File: config.mk
export PLATFORM = sky130hd
export DESIGN_NAME = pipeline_stall_controller
export DESIGN_NICKNAME = d
export VERILOG_FILES = /design/src/rtl/pipeline_stall_controller.sv
export SDC_FILE = /design/constraint.sdc
export NUM_CORES = 1
export LEC_CHECK = 0
export BUFFER_PORTS_ARGS = -buffer_cell sky130_fd_sc_hd__buf_4
export CAP_MARGIN = 0
export CORE_MARGIN = 2
export CORE_UTILIZATION = 45
export DETAILED_ROUTE_END_ITERATION = 8
export PLACE_DENSITY = 0.74
export SETUP_SLACK_MARGIN = 0.4
export SYNTH_ARGS = -nofsm -noshare
export SYNTH_HDL_FRONTEND = slang
export SYNTH_SLANG_ARGS = --single-unit
File: constraint.sdc
create_clock -name clk -period 4.4 [get_ports clk]
set_input_delay 0.88 -clock clk [delete_from_list [all_inputs] [get_ports clk]]
set_output_delay 0.88 -clock clk [all_outputs]
set_load 0.02 [all_outputs]
File: src/rtl/pipeline_stall_controller.sv
// Pipeline stall/flush controller for the 5-stage MIPS core.
// Turns hazard, branch and SRAM-access requests into the freeze, flush and
// bubble controls for the pipeline registers. Also runs an SRAM wait-state
// sequencer that freezes the whole pipeline while memory is accessed, and
// keeps saturating stall and flush counters.
//
// Ports:
//   clk, rst           rising-edge clock, synchronous active-high reset
//   hazard_detected    RAW hazard between ID and EX/MEM
//   branch_taken       ID-stage branch/jump resolved taken
//   mem_r_en, mem_w_en MEM-stage SRAM read / write
//   freeze_pc          hold PC
//   freeze_if_id       hold IF/ID
//   flush_if_id        load NOP into IF/ID
//   bubble_id_ex       load NOP into ID/EX
//   freeze_back        hold ID/EX, EX/MEM, MEM/WB
//   sram_ready         SRAM access complete, MEM may advance
//   stall_count        cycles with freeze_pc=1 (saturating)
//   flush_count        flushes issued (saturating)
module pipeline_stall_controller #(
  parameter int SRAM_WAIT = 5,
  parameter int CNT_W     = 32,
  parameter int FLUSH_W   = 16
) (
  input  logic               clk,
  input  logic               rst,
  input  logic               hazard_detected,
  input  logic               branch_taken,
  input  logic               mem_r_en,
  input  logic               mem_w_en,
  output logic               freeze_pc,
  output logic               freeze_if_id,
  output logic               flush_if_id,
  output logic               bubble_id_ex,
  output logic               freeze_back,
  output logic               sram_ready,
  output logic [CNT_W-1:0]   stall_count,
  output logic [FLUSH_W-1:0] flush_count
);

  typedef enum logic [1:0] {S_IDLE, S_WAIT, S_REL} state_t;

  localparam logic [3:0] LAST = 4'(SRAM_WAIT - 1);

  state_t     state, state_nxt;
  logic [3:0] cnt, cnt_nxt;
  logic       mem_access;
  logic       mem_freeze;

  assign mem_access = mem_r_en | mem_w_en;

  always_ff @(posedge clk) begin
    if (rst) begin
      state <= S_IDLE;
      cnt   <= '0;
    end else begin
      state <= state_nxt;
      cnt   <= cnt_nxt;
    end
  end

  always_comb begin
    state_nxt = state;
    cnt_nxt   = cnt;
    case (state)
      S_IDLE: if (mem_access) begin
        cnt_nxt   = 4'd1;
        // A single-cycle access skips the wait state entirely.
        state_nxt = (SRAM_WAIT == 1) ? S_REL : S_WAIT;
      end
      S_WAIT: begin
        cnt_nxt = cnt + 4'd1;
        if (cnt == LAST) state_nxt = S_REL;
      end
      // Release ignores mem_access so the same instruction can't retrigger.
      S_REL:   state_nxt = S_IDLE;
      default: state_nxt = S_IDLE;
    endcase
  end

  // First access cycle is frozen combinationally, no latency.
  assign mem_freeze = ((state == S_IDLE) & mem_access) | (state == S_WAIT);

  always_comb begin
    freeze_pc    = 1'b0;
    freeze_if_id = 1'b0;
    flush_if_id  = 1'b0;
    bubble_id_ex = 1'b0;
    freeze_back  = 1'b0;
    sram_ready   = 1'b0;
    if (!rst) begin
      sram_ready = (state == S_REL);
      if (mem_freeze) begin
        freeze_back  = 1'b1;
        freeze_pc    = 1'b1;
        freeze_if_id = 1'b1;
      end else if (hazard_detected) begin
        // Branch operands are stale under a hazard, so no flush.
        freeze_pc    = 1'b1;
        freeze_if_id = 1'b1;
        bubble_id_ex = 1'b1;
      end else if (branch_taken) begin
        flush_if_id  = 1'b1;
      end
    end
  end

  always_ff @(posedge clk) begin
    if (rst) begin
      stall_count <= '0;
      flush_count <= '0;
    end else begin
      if (freeze_pc && stall_count != '1)
        stall_count <= stall_count + CNT_W'(1);
      if (flush_if_id && flush_count != '1)
        flush_count <= flush_count + FLUSH_W'(1);
    end
  end

endmodule

==> results by group <==
Placement
  • Placed instance count: 450
  • Final Wtd Congestion: 0.811
  • Port bufs: between 50 and 60
  • DP HPWL: 4680 um
  • Cell Area, Placed: around 3200 um^2

Synth
  • Synth warn: 0
  • Cell area after synthesis: 2750 um^2
  • Syn_area_per_cell: 8.39 um^2
  • Mapped Cells: 328
  • Post-synth ARST share: 0
  • FF+latch count, synth: 54
  • Number of synthesized flops with an enable pin: 0
  • Most used DFF post-synth: dfxtp_1
  • Syn Nets: 338
  • Sequential-to-total area share from yosys stat: 0.393
  • Post-synthesis cell type count: 48

Floorplan
  • Io pins: 60
  • Starting Density: 0.465
  • Num rows: 28
  • Die ar.: 6760 um^2
  • Die Width: 82.2 um
  • Core ar.: 5920 um^2
  • Chip height: 82.2 um

Timing
  • RSZ-0062 raised after global routing: no
  • Peak Freq: around 320 MHz
  • Setup-failing EPs final: 0
  • Final Hold Viols: 0
  • Worst-margin pin slew: ~1.2 ns
  • Max-slew violation count: 0
  • Final cycle utilization of the critical path: 0.703
  • Final setup skew: 0.0103 ns
  • TNS Setup: 0 ns
  • Slew headroom: 0.208
  • Final min period: 3.09 ns
  • WHS: 0.504 ns

Min path
  • Hold Crit Class: flip-flop to flip-flop

Detailed routing
  • ANT nets after route: 0
  • Initial DRT Pass Iterations: 4
  • Drt total wl: 6620 um
  • DRC viols: 0
  • Vias per cell: 5.93
  • Vias: 2,714
  • Average wire per standard cell: 14.5 um
  • Starting DRT DRC Count: 162

Power
  • Leakage: 0.00119 uW
  • Switching power: approximately 210 uW
  • Cell-internal power: roughly 630 uW
  • Pwr dens: 252 nW/um^2
  • Sequential power share: 0.603
  • Logic pwr share: 0.067
  • Sw Ratio: 0.251
  • Clk pwr share: 0.330
  • Worst VDD drop: 0.180 mV

Clock tree
  • CTS tree: yes
  • Clock slew seen by the registers of the worst setup and hold paths: 0.09 ns
  • Clock root cell: clkbuf_8
  • H-tree levels: 2
  • Hold buffer count at cts: 0
  • Setup repair bufs after CTS: 0
  • Post_cts resized: 0
  • Clock Tree Buf Depth: 2
  • CTS sink cnt: 54
  • Num CTS Buffers: 5
  • Clock Latency Late Sink: 0.31 ns

GRT
  • Grt total ovfl: 0
  • GRT Overall Usage: 0.202
  • Largest net degree at the start of global routing: 49
  • Antenna violations before repair: 0
  • Vias in the first global route: 2,362
  • First-pass GRT wire length: approximately 11,000 um

Cells and area
  • Final core utilization: 0.562
  • Area delta synth->final: 20.8%
  • Fin area: 3330 um^2
  • Layout Cells excl Fill: 458
  • Filler cells: 564
  • Net count, final: 392
  • Layout cells sized above 1: 0.209
  • ANT cells: 0
  • Leading cell type in the layout, fill and taps excluded: buf_4
  • Most frequent cells in the layout: buf_4, dfxtp_1, nor2_1, a21oi_1

Critical path
  • CP arrival: 2.21 ns
  • CP required: 3.52 ns
  • Setup crit end kind: output port
  • Crit-path max FO: 48
  • CP Launch Type: input pin
  • Worst setup path class: input pin to output port

Job
  • Max_cap viols: 0

Outcome
  • Status: finished, final reports clean
-- kinds of logic after synthesis --
kind of cell,count (synthesis),synth area share
simple gates,163,0.338
compound gates,67,0.158
buf+inv,22,0.0332
xor+xnor,13,0.0414
flops,54,0.393
fa+ha+maj,4,0.0182
mux,5,0.0186
-- cell type report --
cell class                 count  area, um^2  share of cell area
clock buffer                   6        72.6              0.0218
multi-input combinational    252        1580               0.475
tap                           75        93.8              0.0282
timing repair buffer          60         450               0.135
clock inverter                 2        13.8             0.00414
inverter                       9        33.8              0.0102
sequential                    54        1080               0.325
-- power by group through the flow --
stage / Combinational (uW) / Clock (uW) / Sequential (uW)
2_1_floorplan: 33.6 / 0 / 519
3_3_place_gp: 54.6 / 0 / 516
3_5_place_dp: 55.4 / 0 / 516
4_1_cts: 55.7 / 284 / 505
5_1_grt: 62.6 / 301 / 506
6_report: 55.8 / 277 / 505
-- state kept, by name, indices dropped and copies added, names as in the netlist --
signal and cells:
cnt 4, state 2, flush_count 16, stall_count 32
-- critical path, cell delays in order --
cell	delay, ns
buf_4	0.42
inv_1	0.33
nand3_1	0.20
inv_1	0.17
buf_4	0.20
-- per-stage QoR --
stage | setup WS [ns] | power (uW)
2_1_floorplan | 1.63 | 552
3_3_place_gp | 1.26 | 570
3_5_place_dp | 1.19 | 571
4_1_cts | 1.31 | 845
5_1_grt | 1.15 | 870
6_report | 1.31 | 837
-- path summary, 6_finish.rpt --
| path | from | end | slack (ns) | depth (start not counted) |
|---|---|---|---|---|
| max | rst | freeze_if_id | 1.31 | 5 |
| min | cnt[3]$_SDFFE_PP0P_ | cnt[3]$_SDFFE_PP0P_ | 0.50 | 2 |
| min reg2reg | cnt[3]$_SDFFE_PP0P_ | cnt[3]$_SDFFE_PP0P_ | 0.50 | 2 |
| max reg2reg | stall_count[14]$_SDFFE_PP0P_ | stall_count[6]$_SDFFE_PP0P_ | 1.66 | 5 |
-- synth_stat cells (4+ instances only) --
| cell type | count | area [um^2] |
|---|---|---|
| o311ai_0 | 4 | 35.0 |
| o21ai_0 | 13 | 65.1 |
| nand3_1 | 23 | 115 |
| or4_1 | 10 | 75.1 |
| o31ai_1 | 9 | 67.6 |
| ha_1 | 4 | 50.1 |
| o41ai_1 | 6 | 52.6 |
| a21oi_1 | 25 | 125 |
| nor3_1 | 8 | 40.0 |
| nor2_1 | 29 | 109 |
| nand2_1 | 23 | 86.3 |
| clkbuf_1 | 10 | 37.5 |
| nor4_1 | 10 | 62.6 |
| mux2i_1 | 4 | 40.0 |
| and3_1 | 7 | 43.8 |
| dfxtp_1 | 54 | 1080 |
| xnor2_1 | 10 | 87.6 |
| or3_1 | 10 | 62.6 |
| nand4_1 | 14 | 87.6 |
| inv_1 | 9 | 33.8 |
| and4_1 | 5 | 43.8 |
-- layer usage --
layer | up-vias | track usage | routed length, um
li1 | 1360 | - | -
met1 | 1283 | 0.270 | 3130
met3 | 5 | 0.0370 | 278
met2 | 66 | 0.336 | 3150
met5 | - | 0 | 0
met4 | 0 | 0.0467 | 60
(Power assumes the default switching activity.)
